## src/rtl/i2s_tx.sv

```systemverilog
// i2s_tx: I2S transmitter, 64fs bit clock, one stereo pair latched per frame.
// Ports: clk (system clock), reset (async, active-high), mclk_ena (master-clock
// enable), rate (frame-start strobe), l_in/r_in (sample pair), sample_req
// (pair captured, one clk after rate), sclk (bit clock), lrck (word select,
// 0 = left), sdout (serial data).
// Optional macro I2S_SDIN_EN adds a loop receiver: sdin in, rx_l/rx_r/rx_valid out.
module i2s_tx #(
    parameter int DW = 16
) (
    input  logic          clk,
    input  logic          reset,
    input  logic          mclk_ena,
    input  logic          rate,
    input  logic [DW-1:0] l_in,
    input  logic [DW-1:0] r_in,
    output logic          sample_req,
    output logic          sclk,
    output logic          lrck,
    output logic          sdout
`ifdef I2S_SDIN_EN
    ,
    input  logic          sdin,
    output logic [DW-1:0] rx_l,
    output logic [DW-1:0] rx_r,
    output logic          rx_valid
`endif
);
    logic [7:0]  fcnt;
    logic [63:0] sh;
    logic [31:0] l_slot, r_slot;
    // Left-justify each sample below a leading zero: bit 31 is the I2S delay slot.
    assign l_slot = 32'(l_in) << (31 - DW);
    assign r_slot = 32'(r_in) << (31 - DW);
    assign sclk  = fcnt[1];
    assign lrck  = fcnt[7];
    assign sdout = sh[63];
    always_ff @(posedge clk or posedge reset) begin
        if (reset) begin
            fcnt       <= '0;
            sh         <= '0;
            sample_req <= 1'b0;
        end else begin
            sample_req <= rate;
            if (rate)
                fcnt <= '0;
            else if (mclk_ena)
                fcnt <= fcnt + 8'd1;
            // Shift just before sclk falls so data is stable across the rising edge.
            if (rate)
                sh <= {l_slot, r_slot};
            else if (mclk_ena && fcnt[1:0] == 2'b11)
                sh <= {sh[62:0], 1'b0};
        end
    end
`ifdef I2S_SDIN_EN
    logic [63:0] rx_sh;
    always_ff @(posedge clk or posedge reset) begin
        if (reset) begin
            rx_sh    <= '0;
            rx_l     <= '0;
            rx_r     <= '0;
            rx_valid <= 1'b0;
        end else begin
            rx_valid <= rate;
            if (rate) begin
                rx_l <= rx_sh[62 -: DW];
                rx_r <= rx_sh[30 -: DW];
            end else if (mclk_ena && fcnt[1:0] == 2'b01) begin
                rx_sh <= {rx_sh[62:0], sdin};
            end
        end
    end
`endif
endmodule

```

## config.mk

```make
export PLATFORM = sky130hd
export DESIGN_NAME = i2s_tx
export DESIGN_NICKNAME = d
export VERILOG_FILES = /design/src/rtl/i2s_tx.sv
export SDC_FILE = /design/constraint.sdc
export NUM_CORES = 1
export LEC_CHECK = 0
export BUFFER_PORTS_ARGS = -buffer_cell sky130_fd_sc_hd__buf_2
export CORE_MARGIN = 5
export CORE_UTILIZATION = 55
export DETAILED_ROUTE_END_ITERATION = 8
export PLACE_DENSITY = 0.84
export SLEW_MARGIN = 20
export SYNTH_ARGS = -nofsm -noshare
export SYNTH_HDL_FRONTEND = slang
export SYNTH_SLANG_ARGS = --single-unit
export TNS_END_PERCENT = 5
```

## constraint.sdc

```tcl
create_clock -name clk -period 2.5 [get_ports clk]
set_clock_uncertainty 0.15 [all_clocks]
set_input_delay 0 -clock clk [delete_from_list [all_inputs] [get_ports clk]]
set_output_delay 0 -clock clk [all_outputs]
set_load 0.02 [all_outputs]
```

==> impl_metrics.tcl, run 1 <==
set metrics [dict create \
    synth_edf_count 0 \
    final_layout_size_suffix_gt1_frac 0.170 \
    portBuffers 39 \
    start_util 0.557 \
    gp_congestion 0.738 \
    layout_common_cells "nand2_1 (67), dfrtp_1 (58), buf_2 (39)" \
    worstSetupPathType "flip-flop to flip-flop" \
    core_um2 4630 \
    avgViaCountPerCell 5.28 \
    final_net_count 358 \
    avgSynthCellArea_um2 10.2 \
    routed_wl_um 5300 \
    drt-initial-drc-count 162 \
    drt_pre_antenna_iters 4 \
    wl_per_cell_um 14.0 \
    setup_viol 0 \
    cp_slowest_cell "and2_4" \
    ant_nets 0 \
    max_slew_margin 0.491 \
    ir_drop_mv 0.471 \
    yosysSeqAreaShare 0.563 \
    final_util 0.698 \
    vias 1995 \
    cts.sinks 58 \
    cts_tree "built" \
    setup_tns_ps 0 \
    power.density_nw_per_um2 597 \
    numCtsBuffers 9 \
    fp.dieArea_um2 6160 \
    cp.arrival_ps 1880 \
    syn_area_um2 2580 \
    worstMarginPinSlew_ps 763 \
    worstPathRequired_ps 2550 \
    timing.fmax_mhz 545 \
    clk_latency_ps 320 \
    n_antenna_cell 0 \
    path_max_fanout 33 \
    fin_hold_ws_ps 46.2 \
    outcome "complete, no violations" \
    clk_pin_slew_ps 60 \
    period_share 0.734 \
    grt_pass1_wl_um 9460 \
    yosysUniqueCellTypes 22 \
    synthArstFlopShare 1.00 \
    final_common_cell "nand2_1" \
    num_rows 25 \
    synth_fp_nets 289 \
    postCtsSetupBuffers 0 \
    fin_crit_ps 1830 \
    fill_cells 303 \
    hpwl_um 2930 \
    die_w_um 78.5 \
    drv_slew 0 \
    path_buf_inv 0 \
    path_delay_family "simple AND/OR/NAND/NOR gates" \
    grt_setup_unrepaired "false" \
    worst_setup_path_end_kind "flip-flop" \
    grt_overflow_total 0 \
    synth_ff_type "dfrtp_1" \
    clockBufferDepth 2 \
    hp-class "primary input to flip-flop" \
    cpPeakStageDelay_ps 470 \
    grt_pass1_vias 2050 \
    root_buffer "clkbuf_8" \
    cts.repair.resized 0 \
    grt_max_degree 51 \
    antenna_found_initial 0 \
    hold_viol 0 \
    path_cells "ha_1, and2_4, mux2i_1, o21ai_0" \
    synth_seq_cells 58 \
    drc 0 \
    syn_to_final_growth_pct 25.3 \
    setup.worst_path.start_class "flip-flop" \
    hold_buffers 34 \
    grt_util_all_layers 0.199 \
    yosysWarnings 0 \
    maxCapViolCount 0 \
    fp.dieH_um 78.5 \
    p_leak_nw 1.54 \
    htree_levels 3 \
    syn_inst 252 \
    ioPinCount 40 \
]
[metal layers]
| metal | routed length, µm | global-route usage |
|---|---|---|
| met1 | 2360 | 0.257 |
| met2 | 2510 | 0.313 |
| met3 | 284 | 0.0482 |
| met4 | 137 | 0.105 |
| met5 | 0 | 0 |
[path summary, 6_finish.rpt]
check	startpoint	to	slack (ps)	cells after the start
worst max-delay path	fcnt[1]$_DFFE_PP0P_	sh[29]$_DFFE_PP0P_	670	4
worst min-delay path	rate	sample_req$_DFF_PP0_	50	1
worst max register to register	fcnt[1]$_DFFE_PP0P_	sh[29]$_DFFE_PP0P_	670	4
worst min register to register	sh[42]$_DFFE_PP0P_	sh[43]$_DFFE_PP0P_	370	2
max in group asynchronous	reset	sh[61]$_DFFE_PP0P_	1410	4
min in group asynchronous	reset	sh[24]$_DFFE_PP0P_	140	3
[kinds of logic after synthesis]
family / share of synthesized area
AO/OA/AOI/OAI: 0.107
XOR/XNOR: 0.0136
adder cells (fa/ha/maj): 0.00485
buffers and inverters: 0.0548
flip-flops: 0.563
multiplexers: 0.124
AND/OR/NAND/NOR: 0.133
[cell type report]
cell class / count / area (µm²) / share of cell area
Timing Repair Buffer: 76 / 571 / 0.176
Multi-Input combinational cell: 175 / 987 / 0.305
Inverter: 1 / 3.75 / 0.00116
Clock buffer: 14 / 153 / 0.0472
Tap cell: 54 / 67.6 / 0.0209
Sequential cell: 58 / 1450 / 0.449
[state kept, by name, indices dropped and copies added (netlist names)]
name	flops
sample_req	1
sh	49
fcnt	8
[where the power goes]
part           switching [mW]  total [mW]  internal, mW
Clock                   0.320       0.697         0.377
Combinational           0.104       0.208         0.104
Sequential             0.0320        1.02         0.992
Total                   0.456        1.93          1.47
[synth_stat cells, types with 2 or more instances]
cell type | number | share of area
nand2_1 | 67 | 0.097
dfrtp_1 | 58 | 0.56
mux2i_1 | 32 | 0.12
o21ai_0 | 23 | 0.045
a21oi_1 | 20 | 0.039
o21ai_1 | 12 | 0.023
clkbuf_1 | 8 | 0.012
nor2_1 | 5 | 0.0073
nand4_1 | 4 | 0.0097
buf_2 | 3 | 0.0058
or3_1 | 3 | 0.0073
buf_12 | 2 | 0.016
buf_4 | 2 | 0.0058
buf_6 | 2 | 0.0087
nand3_1 | 2 | 0.0039
xnor2_1 | 2 | 0.0068
xor2_1 | 2 | 0.0068
[metrics by stage]
step	cell area (µm²)	total power [mW]	cells	setup WS, ps
CTS	3230	1.94	378	693
global route	3230	2.03	378	492
detailed placement	2740	1.20	330	711
global placement	2740	1.19	330	797
floorplan	2580	1.15	252	816
finish	3230	1.93	378	665
Note: power is estimated with default switching activity, not from simulation.
==> run 2, diff against run 1 <==
--- a/config.mk
+++ b/config.mk
@@ -5,6 +5,7 @@
 export SDC_FILE = /design/constraint.sdc
 export NUM_CORES = 1
 export LEC_CHECK = 0
+export ABC_AREA = 1
 export BUFFER_PORTS_ARGS = -buffer_cell sky130_fd_sc_hd__buf_2
 export CORE_MARGIN = 5
 export CORE_UTILIZATION = 55
==> constraint.sdc (replaced) <==
create_clock -name clk -period 1.7 [get_ports clk]
set_clock_uncertainty 0.15 [all_clocks]
set_input_delay 0 -clock clk [delete_from_list [all_inputs] [get_ports clk]]
set_output_delay 0 -clock clk [all_outputs]
set_load 0.02 [all_outputs]
==> impl_metrics.tcl, run 2 <==
set metrics [dict create \
    die_w_um 77.7 \
    timing.fmax_mhz 606 \
    portBuffers 39 \
    startpoint "fcnt[1]$_DFFE_PP0P_" \
    start_util 0.572 \
    cts.sinks 58 \
    worstMarginPinSlew_ps 736 \
    postCtsSetupBuffers 0 \
    htree_levels 3 \
    grt_util_all_layers 0.221 \
    syn_to_final_growth_pct 31.2 \
    yosysSeqAreaShare 0.575 \
    root_buffer "clkbuf_8" \
    yosys-top-cells-area "dfrtp_1 (58%), nand2_1 (15%), nand3_1 (11%)" \
    numCtsBuffers 9 \
    synthArstFlopShare 1.00 \
    largest_reg_flops 49 \
    top_register "sh" \
    num_rows 24 \
    worst_setup_path_end_kind "flip-flop" \
    fp.dieArea_um2 6040 \
    clk_latency_ps 330 \
    grt_pass1_wl_um 10700 \
    wl_per_cell_um 14.7 \
    syn_area_um2 2520 \
    synth_top_area_frac 0.575 \
    setup.worst_path.start_class "flip-flop" \
    setup_slack_ps 48.8 \
    cp.arrival_ps 1710 \
    n_antenna_cell 0 \
    fin_crit_ps 1650 \
    path_max_fanout 4 \
    worstPathRequired_ps 1760 \
    antenna_found_initial 0 \
    yosys.area.top_type "dfrtp_1" \
    synth.most_common_cell "nand2_1" \
    grt_overflow_total 0 \
    largestRegisters "sh: 49 flops, fcnt: 8 flops, sample_req: 1 flops" \
    synth_seq_cells 58 \
    final_net_count 400 \
    yosysWarnings 0 \
    clk_pin_slew_ps 60 \
    period_share 0.971 \
    avgSynthCellArea_um2 8.85 \
    fp.dieH_um 77.7 \
    grt_pass1_vias 2341 \
    maxCapViolCount 0 \
    max_slew_margin 0.507 \
    avgViaCountPerCell 5.56 \
    final_util 0.750 \
    cts_tree "built" \
    drc 0 \
    power.density_nw_per_um2 886 \
    vias 2319 \
    final_layout_size_suffix_gt1_frac 0.178 \
    synthTopCellsByCount "nand2_1 (100), dfrtp_1 (58), nand3_1 (57)" \
    synth_fp_nets 322 \
    yosysUniqueCellTypes 20 \
    timing.rr.start "fcnt[1]$_DFFE_PP0P_" \
    p_leak_nw 1.63 \
    ff2ff_setup_slack_ps 50 \
    grt_setup_unrepaired "false" \
    synth_ff_type "dfrtp_1" \
    clockBufferDepth 2 \
    ff2ff_path_depth 4 \
    ant_nets 0 \
    worstSetupPathType "flip-flop to flip-flop" \
    core_um2 4410 \
    ioPinCount 40 \
    hp-class "primary input to flip-flop" \
    grt_max_degree 59 \
    routed_wl_um 6150 \
    drv_slew 0 \
    crit_end "fcnt[1]$_DFFE_PP0P_" \
    synth_edf_count 0 \
    layout_common_cells "nand2_1 (100), dfrtp_1 (58), nand3_1 (57)" \
    syn_inst 285 \
    ir_drop_mv 0.658 \
    gp_congestion 0.750 \
    reg2reg_to "fcnt[1]$_DFFE_PP0P_" \
    dp_slack_ps -1.15 \
    drt_pre_antenna_iters 4 \
    setup_viol 0 \
    hold_viol 0 \
    outcome "complete, no violations" \
    final_common_cell "nand2_1" \
    drt-initial-drc-count 154 \
    hpwl_um 3210 \
]
## run 2: cell types whose count changed in the layout (fill, tap and decap cells not counted), moves of 3 or more
| cell | change |
|---|---|
| or3_1 | -3 |
| inv_1 | +6 |
| mux2i_1 | -32 |
| o21ai_0 | -18 |
| nand2_1 | +33 |
| dlygate4sd3_1 | +5 |
| a21oi_1 | -15 |
| o21ai_1 | -12 |
| nand4_1 | -4 |
| nand3_1 | +55 |
| o211ai_1 | +16 |
## run 2: layer usage
| metal | vias to the layer above | global-route usage | part of all wire |
|---|---|---|---|
| li1 | 1101 | - | - |
| met1 | 1112 | 0.268 | 0.40 |
| met2 | 86 | 0.356 | 0.51 |
| met3 | 20 | 0.0694 | 0.062 |
| met4 | 0 | 0.105 | 0.027 |
| met5 | - | 0 | 0 |
## run 2: worst min-delay path by stage
stage | from | to | slack, ps | depth (start not counted)
6_report | rate | sh[45]$_DFFE_PP0P_ | 50 | 5
3_5_place_dp | reset | fcnt[4]$_DFFE_PP0P_ | -70 | 3
3_3_place_gp | reset | fcnt[5]$_DFFE_PP0P_ | -70 | 3
2_1_floorplan | rate | sample_req$_DFF_PP0_ | -120 | 0
5_1_grt | rate | sh[45]$_DFFE_PP0P_ | 70 | 5
4_1_cts | rate | sh[45]$_DFFE_PP0P_ | 30 | 5
## run 2: per-stage QoR
step	setup TNS (ps)	total power [mW]	cell area [µm²]	cells	hold WS, ps
5_1_grt	0	3.06	3310	417	68.3
3_3_place_gp	0	1.78	2750	365	-69.3
4_1_cts	0	2.93	3310	417	35.0
6_report	0	2.93	3310	417	52.5
2_1_floorplan	0	1.69	2520	285	-119
3_5_place_dp	-1.15	1.79	2750	365	-69.4
## run 2: logic make-up (layout without fill, tap and decap cells)
| family | after synthesis | count (layout) | synth area share |
|---|---|---|---|
| AOI/OAI and AO/OA | 29 | 29 | 0.0768 |
| buffers and inverters | 28 | 108 | 0.0585 |
| DFF | 58 | 58 | 0.575 |
| and+or+nand+nor | 168 | 168 | 0.281 |
| xor gates and xnor gates | 1 | 1 | 0.00347 |
| adders and majority gates | 1 | 1 | 0.00496 |
## run 2: final cells by class
type	count	area, µm²
sequential	58	1450
clock buffer	13	159
tap	52	65.1
inverter	10	42.5
timing repair buffer	85	667
fill	269	1100
multi-input combinational	199	927
## run 2: timing repair
action | CTS | global route
gates resized for setup | 1 | 2
endpoints found under the hold margin | 107 | 0
hold buffers | 39 | 0
setup endpoints to repair | 3 | 3
gates cloned | 0 | 0
## run 2: report_power, final
group	leakage [nW]	internal, mW	total, mW	switching [mW]
logic	0.802	0.163	0.344	0.181
clock network	0.0815	0.586	1.08	0.498
registers	0.749	1.46	1.51	0.0443
total	1.63	2.21	2.93	0.723
## run 2: worst max-delay path, stage by stage (launching register included)
cell	delay (ps)
dfrtp_1	400
ha_1	300
inv_1	60
a21oi_1	50
dlygate4sd3_1	570
